### config.mk
export PLATFORM = sky130hd
export DESIGN_NAME = fft_stage_scheduler
export DESIGN_NICKNAME = d
export VERILOG_FILES = /design/src/rtl/fft_pkg.sv /design/src/rtl/fft_wr_delay_line.sv /design/src/rtl/fft_stage_scheduler.sv
export SDC_FILE = /design/constraint.sdc
export NUM_CORES = 1
export LEC_CHECK = 0
export ABC_AREA = 1
export BUFFER_PORTS_ARGS = -buffer_cell sky130_fd_sc_hd__buf_2
export CELL_PAD_IN_SITES_DETAIL_PLACEMENT = 1
export CELL_PAD_IN_SITES_GLOBAL_PLACEMENT = 1
export CORE_UTILIZATION = 47
export DETAILED_ROUTE_END_ITERATION = 7
export GPL_TIMING_DRIVEN = 0
export PLACE_DENSITY_LB_ADDON = 0.1
export SYNTH_ARGS = -nofsm -noshare
export SYNTH_HDL_FRONTEND = slang
export SYNTH_SLANG_ARGS = --single-unit
export TNS_END_PERCENT = 5
### constraint.sdc
create_clock -name clk -period 3.77 [get_ports clk]
set_input_delay 0.754 -clock clk [delete_from_list [all_inputs] [get_ports clk]]
set_output_delay 0.754 -clock clk [all_outputs]
set_load 0.005 [all_outputs]
### src/rtl/fft_pkg.sv
// Shared types and address arithmetic for the radix-2 ping-pong FFT stage scheduler.
// The bench reference model uses the same helpers.
package fft_pkg;

    typedef enum logic [1:0] {
        StIdle,
        StIssue,
        StDrain,
        StDone
    } fft_state_e;

    function automatic int unsigned calc_aw(input int unsigned n);
        return $clog2(n);
    endfunction

    function automatic int unsigned calc_sw(input int unsigned n);
        return $clog2($clog2(n)) + 1;
    endfunction

    // Distance between the two butterfly inputs in a given stage.
    function automatic int unsigned bf_span(input int unsigned n, input int unsigned stage);
        return n >> (stage + 1);
    endfunction

    function automatic int unsigned bf_addr_a(input int unsigned n, input int unsigned stage,
                                              input int unsigned k);
        int unsigned mask;
        mask = bf_span(n, stage) - 1;
        return ((k & ~mask) << 1) | (k & mask);
    endfunction

    function automatic int unsigned bf_addr_b(input int unsigned n, input int unsigned stage,
                                              input int unsigned k);
        return bf_addr_a(n, stage, k) + bf_span(n, stage);
    endfunction

    function automatic int unsigned bf_tf_addr(input int unsigned n, input int unsigned stage,
                                               input int unsigned k);
        return (k & (bf_span(n, stage) - 1)) << stage;
    endfunction

endpackage

### src/rtl/fft_wr_delay_line.sv
// Fixed-depth shift register with a valid bit per slot; carries read-side write-back info
// across the butterfly pipeline. Synchronous flush drops every in-flight entry.
module fft_wr_delay_line #(
    parameter int unsigned Depth = 3,
    parameter int unsigned Width = 8
) (
    input  logic             clk_i,
    input  logic             rst_ni,
    input  logic             flush_i,
    input  logic             valid_i,
    input  logic [Width-1:0] data_i,
    output logic             valid_o,
    output logic [Width-1:0] data_o
);

    logic [Depth-1:0] valid_q, valid_d;
    logic [Width-1:0] data_q [Depth];
    logic [Width-1:0] data_d [Depth];

    always_comb begin
        valid_d = '0;
        for (int i = 0; i < Depth; i++) begin
            data_d[i] = '0;
        end
        if (!flush_i) begin
            valid_d[0] = valid_i;
            data_d[0]  = data_i;
            for (int i = 1; i < Depth; i++) begin
                valid_d[i] = valid_q[i-1];
                data_d[i]  = data_q[i-1];
            end
        end
    end

    always_ff @(posedge clk_i or negedge rst_ni) begin
        if (!rst_ni) begin
            valid_q <= '0;
            for (int i = 0; i < Depth; i++) begin
                data_q[i] <= '0;
            end
        end else begin
            valid_q <= valid_d;
            for (int i = 0; i < Depth; i++) begin
                data_q[i] <= data_d[i];
            end
        end
    end

    assign valid_o = valid_q[Depth-1];
    assign data_o  = data_q[Depth-1];

endmodule

### src/rtl/fft_stage_scheduler.sv
// Stage/butterfly sequencer for a radix-2 ping-pong BRAM FFT: issues reads and twiddle
// addresses, and replays them as write-backs BF_LATENCY cycles later into the other bank.
module fft_stage_scheduler
    import fft_pkg::*;
#(
    parameter int unsigned N          = 64,
    parameter int unsigned BF_LATENCY = 3,
    localparam int unsigned AW = calc_aw(N),
    localparam int unsigned SW = calc_sw(N)
) (
    input  logic          clk,
    input  logic          rst_n,
    input  logic          start,
    input  logic          abort,
    output logic          busy,
    output logic          done,
    output logic [SW-1:0] stage,
    output logic          rd_en,
    output logic          rd_bank,
    output logic [AW-1:0] rd_addr_a,
    output logic [AW-1:0] rd_addr_b,
    output logic [AW-2:0] tf_addr,
    output logic          wr_en,
    output logic          wr_bank,
    output logic [AW-1:0] wr_addr_a,
    output logic [AW-1:0] wr_addr_b,
    output logic          result_bank
);

    localparam int unsigned KW = AW - 1;
    localparam int unsigned TW = AW - 1;
    localparam int unsigned CW = $clog2(BF_LATENCY + 1);
    localparam int unsigned DW = 2 * AW + 1;
    // Each stage swaps banks, so the result ends up in bank (number of stages) mod 2.
    localparam logic ResultBank = 1'(AW % 2);

    fft_state_e    state_q, state_d;
    logic [KW-1:0] k_q, k_d;
    logic [SW-1:0] stage_q, stage_d;
    logic [CW-1:0] drain_q, drain_d;
    logic          rd_bank_q, rd_bank_d;
    logic          rd_en_q, rd_en_d;
    logic [AW-1:0] rd_addr_a_q, rd_addr_a_d;
    logic [AW-1:0] rd_addr_b_q, rd_addr_b_d;
    logic [TW-1:0] tf_addr_q, tf_addr_d;
    logic          busy_q, busy_d;
    logic          done_q, done_d;
    logic          result_bank_q;
    logic          flush;
    logic [DW-1:0] dl_in, dl_out;

    always_comb begin
        state_d   = state_q;
        k_d       = k_q;
        stage_d   = stage_q;
        drain_d   = drain_q;
        rd_bank_d = rd_bank_q;
        flush     = 1'b0;

        unique case (state_q)
            StIdle: begin
                if (start && !abort) begin
                    state_d   = StIssue;
                    k_d       = '0;
                    stage_d   = '0;
                    rd_bank_d = 1'b0;
                end
            end
            StIssue: begin
                if (k_q == KW'(N / 2 - 1)) begin
                    state_d = StDrain;
                    drain_d = '0;
                end else begin
                    k_d = k_q + 1'b1;
                end
            end
            StDrain: begin
                if (drain_q == CW'(BF_LATENCY - 1)) begin
                    if (stage_q == SW'(AW - 1)) begin
                        state_d = StDone;
                    end else begin
                        state_d   = StIssue;
                        stage_d   = stage_q + 1'b1;
                        rd_bank_d = ~rd_bank_q;
                        k_d       = '0;
                    end
                end else begin
                    drain_d = drain_q + 1'b1;
                end
            end
            StDone: begin
                state_d   = StIdle;
                stage_d   = '0;
                rd_bank_d = 1'b0;
            end
        endcase

        if (abort && state_q != StIdle) begin
            state_d   = StIdle;
            k_d       = '0;
            stage_d   = '0;
            rd_bank_d = 1'b0;
            flush     = 1'b1;
        end
    end

    // Outputs are registered from the next-state values so they line up with state_q.
    always_comb begin
        rd_en_d     = (state_d == StIssue);
        busy_d      = (state_d != StIdle);
        done_d      = (state_d == StDone);
        rd_addr_a_d = '0;
        rd_addr_b_d = '0;
        tf_addr_d   = '0;
        if (rd_en_d) begin
            rd_addr_a_d = AW'(bf_addr_a(N, 32'(stage_d), 32'(k_d)));
            rd_addr_b_d = AW'(bf_addr_b(N, 32'(stage_d), 32'(k_d)));
            tf_addr_d   = TW'(bf_tf_addr(N, 32'(stage_d), 32'(k_d)));
        end
    end

    always_ff @(posedge clk or negedge rst_n) begin
        if (!rst_n) begin
            state_q       <= StIdle;
            k_q           <= '0;
            stage_q       <= '0;
            drain_q       <= '0;
            rd_bank_q     <= 1'b0;
            rd_en_q       <= 1'b0;
            rd_addr_a_q   <= '0;
            rd_addr_b_q   <= '0;
            tf_addr_q     <= '0;
            busy_q        <= 1'b0;
            done_q        <= 1'b0;
            result_bank_q <= ResultBank;
        end else begin
            state_q       <= state_d;
            k_q           <= k_d;
            stage_q       <= stage_d;
            drain_q       <= drain_d;
            rd_bank_q     <= rd_bank_d;
            rd_en_q       <= rd_en_d;
            rd_addr_a_q   <= rd_addr_a_d;
            rd_addr_b_q   <= rd_addr_b_d;
            tf_addr_q     <= tf_addr_d;
            busy_q        <= busy_d;
            done_q        <= done_d;
            result_bank_q <= result_bank_q;
        end
    end

    assign dl_in = rd_en_q ? {rd_addr_a_q, rd_addr_b_q, ~rd_bank_q} : '0;

    fft_wr_delay_line #(
        .Depth(BF_LATENCY),
        .Width(DW)
    ) u_wr_delay_line (
        .clk_i  (clk),
        .rst_ni (rst_n),
        .flush_i(flush),
        .valid_i(rd_en_q),
        .data_i (dl_in),
        .valid_o(wr_en),
        .data_o (dl_out)
    );

    assign {wr_addr_a, wr_addr_b, wr_bank} = dl_out;

    assign busy        = busy_q;
    assign done        = done_q;
    assign stage       = stage_q;
    assign rd_en       = rd_en_q;
    assign rd_bank     = rd_bank_q;
    assign rd_addr_a   = rd_addr_a_q;
    assign rd_addr_b   = rd_addr_b_q;
    assign tf_addr     = tf_addr_q;
    assign result_bank = result_bank_q;

endmodule
==> flow_summary.ini <==
[clock_network]
cts-root-buf = clkbuf_8
cts_tree = done
cts.sinks = 76
clock_latency_ns = 0.35
cts_made_buffers = 9
cts_setup_buffers = 0
clk_path_buf_depth = 2
path_clk_slew_ns = 0.08
htree_levels = 3
hold_buffers = 0
cts_resized = 0

[synth]
synth_area_sq_um = 3570
synth_edf_count = 0
yosys.area.top_type = dfrtp_1
ys_ff_latch = 76
synthesis.instances = 403
ys_async_sr_fraction_pct = 100
synth_warnings = 0
synth_top_area_share_pct = 53.3
synth.area.top_cells = dfrtp_1 53%, nand2_1 8.2%, inv_1 6.8%
netlist-cell-type-count = 33
ys_seq_area_share_pct = 53.3
avgSynthCellArea_sq_um = 8.86
ys.flop_type = dfrtp_1

[sta]
worst_slack_ns = 0.783
fin_setup_tns_ns = 0
fmax_ghz = 0.335
rsz0062_at_grt = false
fin_hold_ws_ns = 0.251
hold_viol = 0
finalCritPeriodShare_pct = 79.2
fin_skew_ns = 0.00851
slew_violations = 0
setup_violations = 0
finalCriticalPeriod_ns = 2.99

[layout]
final_util_pct = 56.5
stdcell_area_sq_um = 4120
fin_nets = 470
layout_commonest_cell = nand2_1
antennaDiodeCount = 0
final_cell_mix = 78 x nand2_1, 76 x dfrtp_1, 65 x inv_1, 61 x nor2_1, 41 x buf_2
fillers = 923
area.growth.synth_to_final_pct = 15.4
final_cells = 562
drive_gt1_share_pct = 25.9

[setup_path]
cp-end-kind = flop
path_class = flop to flop
cp_slowest_cell = dfrtp_1
worst_path_most_repeated_cell = nand2_1
crit_path_cell_trace = inv_1 > ha_1 > clkbuf_2 > nand2_1 > nand2_2 > nand2_1 > nand2_1 > nand2_4 > nor2_2 > nand2_4 > nand2_4 > nor2_2 > nand2_2 > nand2_1 > ha_1 > nand2_1 > nand2_1 > a21oi_1 > nand3_2 > nand2_1 > nor2_1
max_stage_delay_ns = 0.41
start_kind = flop
crit_fanout = 8
cp.required_ns = 4.01
cp.arrival_ns = 3.22

[floorplanning]
die_y_um = 89.2
initial_core_util_pct = 49.0
die_x_um = 89.2
dieArea_sq_um = 7950
rows = 31
core_sq_um = 7290
io-pin-count = 44

[place]
dpl.cell_count = 546
io_buffers = 42
dp_hpwl_mm = 5.89
place_ws_ns = 0.435
placed_area_sq_um = 3940
gp_congestion = 0.833

[detailed_routing]
route.met3.wl_um = 256
met1_length_mm = 3.41
route.met2.wl_mm = 3.95
postRouteAntennaNets = 0
routed_via_density = 4.71
drt_first_pass_iters = 4
wl_per_cell_um = 13.7
top_layer_used = met4
vias = 2645
drc = 0
drt_iter0_drc = 111
wl_mm = 7.70

[pwr]
intPower_mw = 1.39
powerDensity_nw_per_um2 = 534
p_total_mw = 2.20
ir_drop_mv = 0.207
p_sw_mw = 0.806
p_leak_nw = 2.31
pwr-share-comb_pct = 27.5
clockPowerShare_pct = 26.1
p_seq_share_pct = 46.5
swShare_pct = 36.7

[grt]
grtUsageTotal_pct = 21.4
grt-ovfl-total = 0
grt_max_degree = 65
grt_pass1_wl_mm = 12.6
first_global_vias = 2681
antenna_found_initial = 0

[worst_hold_path]
min_path_type = input port to asynchronous set/reset pin

[outcome]
outcome = complete, no violations

[job]
drv_cap = 0
==> layout make-up <==
class                   instances  area, sq um  share of cell area [%]
well taps                      99          124                    3.01
multi-input cells             233         1250                    30.5
plain buffers                  21          133                    3.22
repair buffers                 43          240                    5.83
flip-flops and latches         76         1900                    46.2
clock inverters                 7         57.6                    1.40
clock buffers                   9          124                    3.01
inverters                      74          285                    6.92
==> power groups by stage <==
stage	Combinational, mW	Sequential [mW]	Clock (mW)
after detailed placement	0.611	1.04	0
after floorplan	0.390	1.02	0
after global routing	0.690	1.04	0.622
after CTS	0.613	1.02	0.589
final	0.604	1.02	0.573
after global placement	0.580	1.03	0
==> cells in the mapped netlist, types with 2 or more instances <==
cell,n
a21oi_1,8
buf_4,14
clkbuf_1,6
dfrtp_1,76
ha_1,8
inv_1,65
inv_2,8
nand2_1,78
nand2_2,8
nand2_4,8
nand3_1,14
nand3_2,5
nand3_4,2
nand4_1,5
nor2_1,61
nor2_2,4
nor2_4,3
o211ai_1,3
o21ai_0,9
o21ai_1,3
o21ai_2,2
xor2_1,2
==> worst max-delay path, delay by kind of cell (launching register included) <==
family,cells,cell delay (ns)
DFF,1,0.41
and+or+nand+nor,16,1.50
buffers and inverters,2,0.28
adders and majority gates,2,0.45
AOI/OAI and AO/OA,1,0.23
==> path summary, 6_finish.rpt <==
check | from | slack, ns | to | cells after the start
min reg2reg | u_wr_delay_line.data_q[24] | 0.47 | u_wr_delay_line.data_o[11] | 2
max in group asynchronous | rst_n | 2.96 | k_q[0] | 2
max reg2reg | drain_q[0] | 0.78 | rd_addr_b[5] | 21
min | rst_n | 0.25 | drain_q[1] | 1
max | drain_q[0] | 0.78 | rd_addr_b[5] | 21
min in group clk | u_wr_delay_line.data_q[24] | 0.47 | u_wr_delay_line.data_o[11] | 2
==> kinds of logic after synthesis <==
kind of cell	count (synthesis)	synth area share, %
XOR/XNOR	2	0.491
adder cells (fa/ha/maj)	8	2.80
flip-flops	76	53.3
other	1	0.105
buffers and inverters	95	11.7
AND/OR/NAND/NOR	192	26.7
AO/OA/AOI/OAI	29	4.94
==> registers in the layout, indices dropped and copies added (netlist names) <==
signal and count:
busy 1, done 1, drain_q 2, k_q 5, rd_addr_a 6, rd_addr_b 6
rd_bank 1, rd_en 1, stage 4, state_q 2, tf_addr 5, u_wr_delay_line.data_o 13
u_wr_delay_line.data_q 26, u_wr_delay_line.valid_q 3
==> layer usage <==
layer | up-vias | global-route usage, %
li1 | 1317 | -
met1 | 1273 | 25.5
met2 | 49 | 37.8
met3 | 6 | 5.63
met4 | 0 | 6.49
met5 | - | 0
Note: power is estimated with default switching activity, not from simulation.
